`src/rtl/twiddle_cordic_if.sv`:
```
// twiddle_cordic_if
//   Request/result handshake bundle between the FFT stage sequencer and the
//   CORDIC twiddle generator.
//   k_i     : twiddle index (requester -> generator)
//   valid_i : k_i is valid
//   ready_o : generator can accept a request
//   twid_o  : [0] = Re{W_N^k}, [1] = Im{W_N^k}, signed Q(FRAC_BITS)
//   valid_o : twid_o holds a result
//   ready_i : consumer takes the result
//   Modports: slave = generator side, master = sequencer side.
interface twiddle_cordic_if #(
  parameter int DATA_WIDTH = 21,
  parameter int N_LOG2     = 4
);
  logic [N_LOG2-1:0]            k_i;
  logic                         valid_i;
  logic                         ready_o;
  logic signed [DATA_WIDTH-1:0] twid_o [0:1];
  logic                         valid_o;
  logic                         ready_i;

  modport slave (
    input  k_i, valid_i, ready_i,
    output ready_o, twid_o, valid_o
  );

  modport master (
    output k_i, valid_i, ready_i,
    input  ready_o, twid_o, valid_o
  );
endinterface

```
`src/rtl/twiddle_cordic.sv`:
```
// twiddle_cordic
//   Iterative CORDIC generator for W_N^k = cos(2*pi*k/N) - j*sin(2*pi*k/N),
//   used in place of a twiddle ROM ahead of the radix-2 butterfly.
//   Ports:
//     clk_i  : clock, rising edge
//     rst_ni : synchronous active-low reset
//     bus    : twiddle_cordic_if.slave (k_i/valid_i/ready_o request,
//              twid_o/valid_o/ready_i result)
//
//   state | meaning
//   IDLE  | ready_o high, waiting for a request
//   ROT   | one micro-rotation per cycle, ITER cycles
//   DONE  | result held on twid_o with valid_o high until ready_i
module twiddle_cordic #(
  parameter int DATA_WIDTH = 21,
  parameter int FRAC_BITS  = 15,
  parameter int N_LOG2     = 4,
  parameter int ITER       = 16
) (
  input logic              clk_i,
  input logic              rst_ni,
  twiddle_cordic_if.slave  bus
);

  localparam int  W  = DATA_WIDTH + 2;
  localparam int  IW = $clog2(ITER);
  localparam real PI = 3.14159265358979323846;

  localparam int ANG_STEP = int'(2.0 * PI * (2.0 ** FRAC_BITS) / (2.0 ** N_LOG2));
  localparam int KINV     = int'(0.6072529 * (2.0 ** FRAC_BITS));

  localparam logic [W-1:0]      ANG_W = W'(ANG_STEP);
  localparam logic [N_LOG2-1:0] RMASK = N_LOG2'((1 << (N_LOG2 - 2)) - 1);

  // atan(2^-n) in Q(FRAC_BITS), evaluated at elaboration. The Taylor series
  // converges quickly for n >= 1; n = 0 is the exact pi/4.
  function automatic int atan_q(input int n);
    real t, p, acc;
    if (n == 0) begin
      acc = PI / 4.0;
    end else begin
      t   = 1.0 / (2.0 ** n);
      p   = t;
      acc = 0.0;
      for (int m = 0; m < 24; m++) begin
        if (m % 2 == 0) acc = acc + p / (2.0 * m + 1.0);
        else            acc = acc - p / (2.0 * m + 1.0);
        p = p * t * t;
      end
    end
    return int'(acc * (2.0 ** FRAC_BITS));
  endfunction

  logic signed [W-1:0] atan_tab [ITER];

  for (genvar g = 0; g < ITER; g++) begin : g_atan
    assign atan_tab[g] = W'(atan_q(g));
  end

  typedef enum logic [1:0] {IDLE, ROT, DONE} state_t;

  state_t              state;
  logic [1:0]          q;
  logic signed [W-1:0] x, y, z;
  logic [IW-1:0]       i;

  logic signed [W-1:0] xs, ys, xn, yn, zn;
  logic signed [W-1:0] re, im;
  logic                unused_hi;

  always_comb begin
    xs = x >>> i;
    ys = y >>> i;
    if (!z[W-1]) begin
      xn = x - ys;
      yn = y + xs;
      zn = z - atan_tab[i];
    end else begin
      xn = x + ys;
      yn = y - xs;
      zn = z + atan_tab[i];
    end
  end

  // Fold the first-quadrant rotation (c, s) of the residual angle into the
  // quadrant selected by the top two index bits; applied to the final
  // rotation result so the fold costs no extra cycle.
  always_comb begin
    re = xn;
    im = -yn;
    case (q)
      2'd0: begin re = xn;  im = -yn; end
      2'd1: begin re = -yn; im = -xn; end
      2'd2: begin re = -xn; im = yn;  end
      2'd3: begin re = yn;  im = xn;  end
      default: ;
    endcase
  end

  assign unused_hi = ^{re[W-1:DATA_WIDTH], im[W-1:DATA_WIDTH], zn[W-1]};

  always_ff @(posedge clk_i) begin
    if (!rst_ni) begin
      state          <= IDLE;
      bus.ready_o    <= 1'b1;
      bus.valid_o    <= 1'b0;
      bus.twid_o[0]  <= '0;
      bus.twid_o[1]  <= '0;
      q              <= '0;
      x              <= '0;
      y              <= '0;
      z              <= '0;
      i              <= '0;
    end else begin
      case (state)
        IDLE: begin
          if (bus.valid_i && bus.ready_o) begin
            q           <= bus.k_i[N_LOG2-1 -: 2];
            x           <= W'(KINV);
            y           <= '0;
            z           <= $signed(W'(bus.k_i & RMASK) * ANG_W);
            i           <= '0;
            bus.ready_o <= 1'b0;
            state       <= ROT;
          end
        end
        ROT: begin
          x <= xn;
          y <= yn;
          z <= zn;
          if (i == IW'(ITER - 1)) begin
            i             <= '0;
            bus.twid_o[0] <= re[DATA_WIDTH-1:0];
            bus.twid_o[1] <= im[DATA_WIDTH-1:0];
            bus.valid_o   <= 1'b1;
            state         <= DONE;
          end else begin
            i <= i + 1'b1;
          end
        end
        DONE: begin
          if (bus.ready_i) begin
            bus.valid_o <= 1'b0;
            bus.ready_o <= 1'b1;
            state       <= IDLE;
          end
        end
        default: begin
          state       <= IDLE;
          bus.ready_o <= 1'b1;
          bus.valid_o <= 1'b0;
        end
      endcase
    end
  end

endmodule

```
`src/flat_wrapper.sv`:
```
// flat-port wrapper written by rule: the top's interface ports become plain ports
module twiddle_cordic_flat 
#(
  parameter int DATA_WIDTH = 21,
  parameter int FRAC_BITS  = 15,
  parameter int N_LOG2     = 4,
  parameter int ITER       = 16
)
  (clk_i, rst_ni, bus_k_i, bus_valid_i, bus_ready_i, bus_ready_o, bus_twid_o, bus_valid_o);
  twiddle_cordic_if #(.DATA_WIDTH(DATA_WIDTH), .N_LOG2(N_LOG2)) bus_i ();
  input logic clk_i;
  input logic rst_ni;
  input wire logic [$bits(bus_i.k_i)-1:0] bus_k_i;
  input wire logic [$bits(bus_i.valid_i)-1:0] bus_valid_i;
  input wire logic [$bits(bus_i.ready_i)-1:0] bus_ready_i;
  output wire logic [$bits(bus_i.ready_o)-1:0] bus_ready_o;
  output wire logic [$bits(bus_i.twid_o)-1:0] bus_twid_o;
  output wire logic [$bits(bus_i.valid_o)-1:0] bus_valid_o;
  assign bus_i.k_i = bus_k_i;
  assign bus_i.valid_i = bus_valid_i;
  assign bus_i.ready_i = bus_ready_i;
  assign bus_ready_o = bus_i.ready_o;
  assign bus_twid_o = {>>{bus_i.twid_o}};
  assign bus_valid_o = bus_i.valid_o;
  twiddle_cordic #(.DATA_WIDTH(DATA_WIDTH), .FRAC_BITS(FRAC_BITS), .N_LOG2(N_LOG2), .ITER(ITER)) u_core (.clk_i(clk_i), .rst_ni(rst_ni), .bus(bus_i));
endmodule
```
`config.mk`:
```
export PLATFORM = sky130hd
export DESIGN_NAME = twiddle_cordic_flat
export DESIGN_NICKNAME = d
export VERILOG_FILES = /design/src/rtl/twiddle_cordic_if.sv /design/src/rtl/twiddle_cordic.sv /design/src/flat_wrapper.sv
export SDC_FILE = /design/constraint.sdc
export NUM_CORES = 1
export LEC_CHECK = 0
export BUFFER_PORTS_ARGS = -buffer_cell sky130_fd_sc_hd__buf_2
export CELL_PAD_IN_SITES_DETAIL_PLACEMENT = 0
export CELL_PAD_IN_SITES_GLOBAL_PLACEMENT = 2
export CORE_MARGIN = 1
export CORE_UTILIZATION = 38
export CTS_CLUSTER_DIAMETER = 40
export DETAILED_ROUTE_END_ITERATION = 8
export GPL_ROUTABILITY_DRIVEN = 1
export PLACE_DENSITY = 0.84
export SETUP_SLACK_MARGIN = 0.5
export SLEW_MARGIN = 20
export SYNTH_ARGS = -nofsm -noshare
export SYNTH_HDL_FRONTEND = slang
export SYNTH_SLANG_ARGS = --single-unit
```
`constraint.sdc`:
```
create_clock -name clk_i -period 7.8 [get_ports clk_i]
set_input_delay 2.34 -clock clk_i [delete_from_list [all_inputs] [get_ports clk_i]]
set_output_delay 2.34 -clock clk_i [all_outputs]
set_load 0.02 [all_outputs]
```
==> Word-level counts from Yosys, hierarchy flattened <==
Memory sizes are Yosys's and may differ from the RTL's.
Index checks and enable logic that the tools add are counted.
{ "classes": {"n_addsub": 9, "eq_ne": 9, "n_shift": 2, "mul": 1, "mux": 26, "reduce_logical": 10, "bitwise_logic": 3, "order_cmp": 1} }
{ "ops": {"columns": ["cell", "count"], "rows": [
  ["two-way mux 23 bit", 8],
  ["case mux 21 bit (4 select lines)", 2],
  ["case mux 23 bit (2 select lines)", 3],
  ["adder 23 bit", 3],
  ["subtractor 23 bit", 3],
  [">>> shifter 23 x 4 -> 23 bit", 2],
  ["negator 21 bit", 2],
  ["multiplier 2 x 12 -> 14 bit (second input constant)", 1],
  ["AND reduction 3 bit", 3],
  ["two-way mux 4 bit", 2],
  ["case mux 4 bit (2 select lines)", 1],
  ["equality test 2 bit (second input constant)", 3],
  ["two-way mux 2 bit", 3],
  ["case mux 1 bit (3 select lines)", 2],
  ["case mux 2 bit (3 select lines)", 1],
  ["AND reduction 2 bit", 3],
  [">= comparator 5 bit (second input constant)", 1],
  ["NOT 4 -> 5 bit", 1],
  ["adder 4 x 1 -> 4 bit (second input constant)", 1],
  ["equality test 2 x 1 -> 1 bit (second input constant)", 2],
  ["equality test 4 bit (second input constant)", 1],
  ["logical NOT 2 bit", 2],
  ["two-way mux 1 bit", 4],
  ["!= test 2 x 1 -> 1 bit (second input constant)", 2],
  ["4 further kinds", 5]
]} }
{ "word_totals": {"out_inout_bits": 44, "rom_bits": 368, "mem_count": 1, "reg_bits": 121} }
{ "mem_list": {"columns": ["memory", "words", "word_bits", "rd", "rd_ports_with_merged_regs", "write_ports", "line", "source"], "rows": [
  ["(name not given)", 16, 23, 1, 0, 0, "twiddle_cordic.sv:77", "zn = z - atan_tab[i];"]
]} }

==> Logic depth before layout (Yosys ltp) <==
{ "logic_depth": {"word_depth": 7, "depth_mapped": 30, "depth_no_buf": 23} }

==> Least setup slack after synthesis <==
OpenSTA, ideal clock, no wires.
{ "synth_path": {"path_type": "reg2reg", "startpoint": "register u_core.i[0]", "endpoint": "register u_core.bus.twid_o[41]", "setup_time_ns": 0.117, "slack_ns": 1.645, "path_buffers": 7, "arrival_time_ns": 6.037, "period_less_slack_ns": 6.155, "stages_incl_launch_ff": 28, "cell_sequence": "dfxtp_1 -> buf_4 -> buf_6 -> buf_6 -> buf_2 -> buf_2 -> mux4_2 -> nand2_1 -> a21oi_1 -> a21oi_1 -> ha_1 -> nor2b_1 -> a32o_1 -> a21oi_1 -> xor2_1 -> ha_1 -> nor3_1 -> nor2_1 -> o21a_1 -> or4_1 -> a22o_1 -> or4_1 -> buf_2 -> and4b_1 -> buf_4 -> nand3_2 -> mux2i_1 -> a32o_2"} }
{ "synth_between": {"elab_chain_len": 5, "word_cells_on_any_way": 13, "classes_between": "6 x add/sub; 1 x eq/ne; 2 x shift; 3 x mux; 1 x reduce/logical"} }
{ "synth_lines": {"columns": ["item", "line", "source"], "rows": [
  ["start: declaration", "twiddle_cordic.sv:65", "logic [IW-1:0] i;"],
  ["start signal: assignment", "twiddle_cordic.sv:138", "i <= i + 1'b1;"],
  [">>> shifter 23 x 4 -> 23 bit, on equally long branches", "twiddle_cordic.sv:73, twiddle_cordic.sv:72", null],
  ["subtractor 23 bit (tied with other cells)", "twiddle_cordic.sv:75", "xn = x - ys;"],
  ["two-way mux 23 bit", "twiddle_cordic.sv:74", "if (!z[W-1]) begin"],
  ["negator 21 bit, on equally long branches", null, null],
  ["case mux 21 bit (4 select lines)", "twiddle_cordic.sv:91", "case (q)"],
  ["end: declaration", "twiddle_cordic_if.sv:24", "output ready_o, twid_o, valid_o"]
]} }
Parallel ways exist; a longest one is shown, timed or not.
A chain may end at the register's enable or synchronous reset.

==> Worst setup path in the final report <==
{ "layout_path": {"startpoint": "register u_core.i[1]", "endpoint": "register u_core.bus.twid_o[19]"} }
{ "layout_between": {"elab_chain_len": 5, "word_cells_on_any_way": 13, "classes_between": "6 x add/sub; 1 x eq/ne; 2 x shift; 3 x mux; 1 x reduce/logical"} }
{ "layout_lines": {"columns": ["item", "line"], "rows": [
  [">>> shifter 23 x 4 -> 23 bit, on equally long branches", "twiddle_cordic.sv:73, twiddle_cordic.sv:72"],
  ["subtractor 23 bit (tied with other cells)", "twiddle_cordic.sv:75"],
  ["two-way mux 23 bit", "twiddle_cordic.sv:74"],
  ["negator 21 bit, on equally long branches", null],
  ["case mux 21 bit (4 select lines)", "twiddle_cordic.sv:91"]
]} }
Parallel ways exist; a longest one is shown, timed or not.

==> results.txt <==
- Root cell of the clock tree: sky130_fd_sc_hd__clkbuf_16
- STA classifies the critical path endpoint as a register.
- Highest net fanout along the worst path: 24
- Adder and majority cell fraction of the synthesized area: 7.908%
- Total global-route track usage: 27.07%
- Setup clock skew after layout: 18.71 ps
- YS warnings: 0
* Post-synthesis register bit count: ~120
- The die covers 37330 µm².
- Based on the critical path, the design can be clocked at up to 146.4 MHz.
- The first global-routing pass estimated 79810 µm of wire.
- Net count after synthesis: about 1900
- The worst pin sits at a relative slew slack of 26.86%.
* Most common cell type on the critical path: sky130_fd_sc_hd__a21oi_1
- At the end of routability-driven placement, the weighted congestion stood at 0.9260.
* Required time of the critical path: 8150 ps
- Count of fill cells added during filler insertion: 3722
* Maximum clock insertion buffer count: 2
- Yosys instantiated no cell more often than sky130_fd_sc_hd__nor2_1.
- The critical path is of the register to register type.
- For this block, the initial DRC count from the detailed router was 1010.
* Leak: 5.917 nW
- The number of cells on the worst reg-to-reg path is 18.
- The synthesized netlist devotes 21.81% of its cell area to simple gates.
* Worst vdd rail ir drop: 0.0002440 V
- After the last flow step, the layout net total stands at 1922.
- Ratio of final minimum period to clock period: 87.59%
- Initial Util: 38.87%
- Startpoint of the tightest hold check path: u_core.bus.twid_o[38]$_SDFFE_PN0P_
- The synthesized netlist devotes 27.92% of its cell area to compound gates.
- Post-synth top area cell: sky130_fd_sc_hd__dfxtp_1
* Internal reg-to-reg setup slack: ~970 ps
- Counting flops with a built-in enable in the synthesized netlist gives 0.
- Hold Buf Count CTS: 0
* Multiplexer area fraction after synthesis: a little under an eighth
- The detail route stage leaves a number of antenna-violating nets equal to 0.
- The area growth from synthesis to layout is 8.494%.
- Of the cells placed in the final design, the portion with a size suffix greater than 1 is 11.52%.
- In this run, distinct cell masters in the synthesized netlist total 89.
* Diodes inserted: 0
- Die outline height: 193.2 µm
* Worst hold margin: 454.5 ps
* Cell count of the worst hold path: 2
- Number of detailed-route iterations in the first pass: 5
- Largest net degree at the start of global routing: 81
- Post-detail-place hpwl: 36380 µm
- The die is 193.2 µm wide.
* Yosys top cell area share: ~17%
- Count of buffers inserted at the top-level ports: 51
- The tree built by TritonCTS fans out to between 100 and 150 sinks.
- Number of max-slew violations in the final report: 0
- Path type of the worst min-delay path: register to register
* Main combinational cell family by area after synthesis: compound AO/OA/AOI/OAI gates
- The critical path contains buffers and inverters numbering 0 combined.
- Of the total synthesized cell area, the portion taken by XOR and XNOR cells is 7.674%.
- The flow ran to the end, and the final reports show no timing, DRC or antenna violations.
- Worst flop-to-flop path endpoint: u_core.bus.twid_o[19]$_SDFFE_PN0P_
* Drt total wl: 50440 µm
* Worst path max stage delay: approximately 790 ps
- In the final layout, flip-flops and latches occupy 2439 µm².
* Number of buffers inserted during clock tree synthesis: 17
- Highest routed metal layer: met4
- Sequential cells were found to cover approximately 17% of the synthesized design area.
- Setup total negative slack on the finished layout was measured at 0 ps.
- Broken down by cell family, the worst path's largest delay share belongs to compound AO/OA/AOI/OAI gates.
- In this run the power density over the cells is roughly 500 nW/µm².
- Cell types with the largest area share after synthesis: sky130_fd_sc_hd__dfxtp_1 (17%), sky130_fd_sc_hd__ha_1 (7.5%), sky130_fd_sc_hd__mux4_2 (6.6%)
- RSZ-0062 raised after global routing: no
* Clock tree from TritonCTS: yes
- Summed over all layers, the global routing overflow is 0.
* Setup crit start kind: register
- Mean instance size in the synthesized netlist: about 7.5 µm²
- Transition time at the pin with the least slew margin: 1097 ps
- Slowest cell on the critical path: sky130_fd_sc_hd__o211ai_1
- Via Count: 14230
- In this run the standard cell core region covers 35740 µm².
- H-tree depth: 4
- Average wire length per cell after detail routing: 21.91 µm
* Synthesized netlist cell count: between 1500 and 2000
- Standard-cell rows: slightly below 70
- Across the run, the number of max-cap violations was 0.
- End point of the most critical hold path: u_core.bus.twid_o[38]$_SDFFE_PN0P_
* Top_reg_cell synth: sky130_fd_sc_hd__dfxtp_1
- The mapped netlist covers 13890 µm².
* WL met3: 2731 µm
* Final hold violation count: 0
- For the worst-skew pair, the clock arrives at the later sink with an insertion delay of 470 ps.
- Length of routed wiring on met1: ~23000 µm
- Final count of negative-setup-slack endpoints: 0
- After detailed routing, the number of remaining DRC violations is 0.
- The initial antenna violation count is 1.
- 52 I/O pins were placed.
- Final critical delay including setup and external delays: around 7000 ps
- Multi-input gate area in the final layout: roughly 11000 µm²
* Clock-pin slew on the worst setup and hold paths: around 80 ps
- Vias per std cell: ~6.2
- FFs w/ async S/R, synth: 0%
- Walking the worst path, the cells encountered are mux4_2 > mux2_1 > a22oi_1 > o311a_1 > ha_1 > nor2b_1 > a32o_1 > and4_1 > a21oi_1 > xor2_1 > ha_1 > a21oi_1 > or4b_2 > o211ai_1 > nand4_1 > or3b_1 > a21oi_1 > o41ai_1.
* Met2 wirelength from detailed routing: 23780 µm
* Arrival time of the worst setup path: 7180 ps
- Cell types with the highest counts after synthesis: sky130_fd_sc_hd__nor2_1 (214), sky130_fd_sc_hd__nand2_1 (174), sky130_fd_sc_hd__a21oi_1 (170), sky130_fd_sc_hd__dfxtp_1 (121), sky130_fd_sc_hd__o21ai_0 (106)
- The worst register-to-register path begins at u_core.i[1]$_SDFFE_PN0P_.
- The number of global-route vias before repair is 13750.
==> flip-flops by register name, summed over array words and instances (netlist names) <==
signal / count
u_core.x: 23
u_core.bus.ready_o: 1
u_core.z: 23
u_core.bus.twid_o: 42
u_core.y: 23
u_core.state: 2
u_core.bus.valid_o: 1
u_core.q: 2
u_core.i: 4
==> worst min-delay path, stage by stage, from the launching register on <==
cell	delay [ps]
sky130_fd_sc_hd__dfxtp_1	310
sky130_fd_sc_hd__nand2_1	50
sky130_fd_sc_hd__o21ai_1	50
==> power by group <==
group | switching, mW | internal (mW) | leakage [nW]
registers | 0.223 | 0.706 | 0.988
clock network | 0.366 | 0.450 | 0.260
logic | 3.59 | 2.17 | 4.67
total | 4.18 | 3.33 | 5.92
==> logic make-up (layout without fill, tap and decap cells) <==
family	count (synthesis)	in the layout
AO/OA/AOI/OAI	591	591
buffers and inverters	179	169
adder cells (fa/ha/maj)	86	86
flip-flops	121	121
multiplexers	111	111
AND/OR/NAND/NOR	643	643
XOR/XNOR	120	120
==> per-layer routing <==
metal  global-route usage, %  vias up
li1                        -     6820
met1                   35.42     6855
met2                   45.37      481
met3                   4.393       72
met4                   8.652        0
met5                       0        -
==> timing repair <==
item / CTS / global route
resized for setup: 0 / 4
endpoints found under the setup margin: 0 / 9
setup buffers: 0 / 1
==> worst max-delay path by stage <==
stage	start	to	slack (ps)	cells past startpoint
6_report	u_core.i[1]$_SDFFE_PN0P_	u_core.bus.twid_o[19]$_SDFFE_PN0P_	970	18
4_1_cts	u_core.i[1]$_SDFFE_PN0P_	u_core.bus.twid_o[19]$_SDFFE_PN0P_	740	20
2_1_floorplan	u_core.i[0]$_SDFFE_PN0P_	u_core.bus.twid_o[41]$_SDFFE_PN0P_	1650	27
3_5_place_dp	u_core.i[1]$_SDFFE_PN0P_	u_core.bus.twid_o[19]$_SDFFE_PN0P_	770	20
5_1_grt	u_core.i[0]$_SDFFE_PN0P_	u_core.bus.twid_o[19]$_SDFFE_PN0P_	550	20
3_3_place_gp	u_core.i[0]$_SDFFE_PN0P_	u_core.bus.twid_o[19]$_SDFFE_PN0P_	890	19
==> metrics by stage <==
step / setup slack [ps] / instances / area [µm²] / util (%) / total power, mW
floorplan: 1645 / 1851 / 13890 / - / 4.963
global placement: 885.5 / 2269 / 14470 / 40.49 / 6.540
detailed placement: 766.7 / 2269 / 14470 / 40.49 / 6.547
CTS: 740.6 / 2301 / 15030 / 42.06 / 7.408
global route: 551.3 / 2302 / 15070 / 42.17 / 8.126
finish: 968.3 / 2302 / 15070 / 42.17 / 7.502
==> cell usage in the layout (no fill, tap or decap), drive strengths merged, types with 15 or more instances in the layout <==
cell type  netlist  final
mux4            41     41
nand3           58     58
clkbuf          90     20
or3             20     20
nor2b           24     24
o31ai           15     15
and2            21     21
o211ai          24     24
inv             48     53
o21ai          119    119
a21o            24     24
mux2            21     21
dfxtp          121    121
nand2          174    174
xnor2           67     67
nor3            41     41
a211oi          25     25
a21oi          170    170
ha              83     83
and3            19     19
nand2b          21     21
xor2            52     52
nor2           214    214
o21a            15     15
a22oi           18     18
mux2i           49     49
a31oi           34     34
buf             38     86
==> cell type report <==
class	instances	share of cell area [%]
clock buffer	20	2.964
clock inverter	12	0.7720
inverter	51	1.270
multi-input combinational	1551	71.38
sequential	121	16.18
tap	461	3.827
timing repair buffer	86	3.603
(Power assumes the default switching activity.)
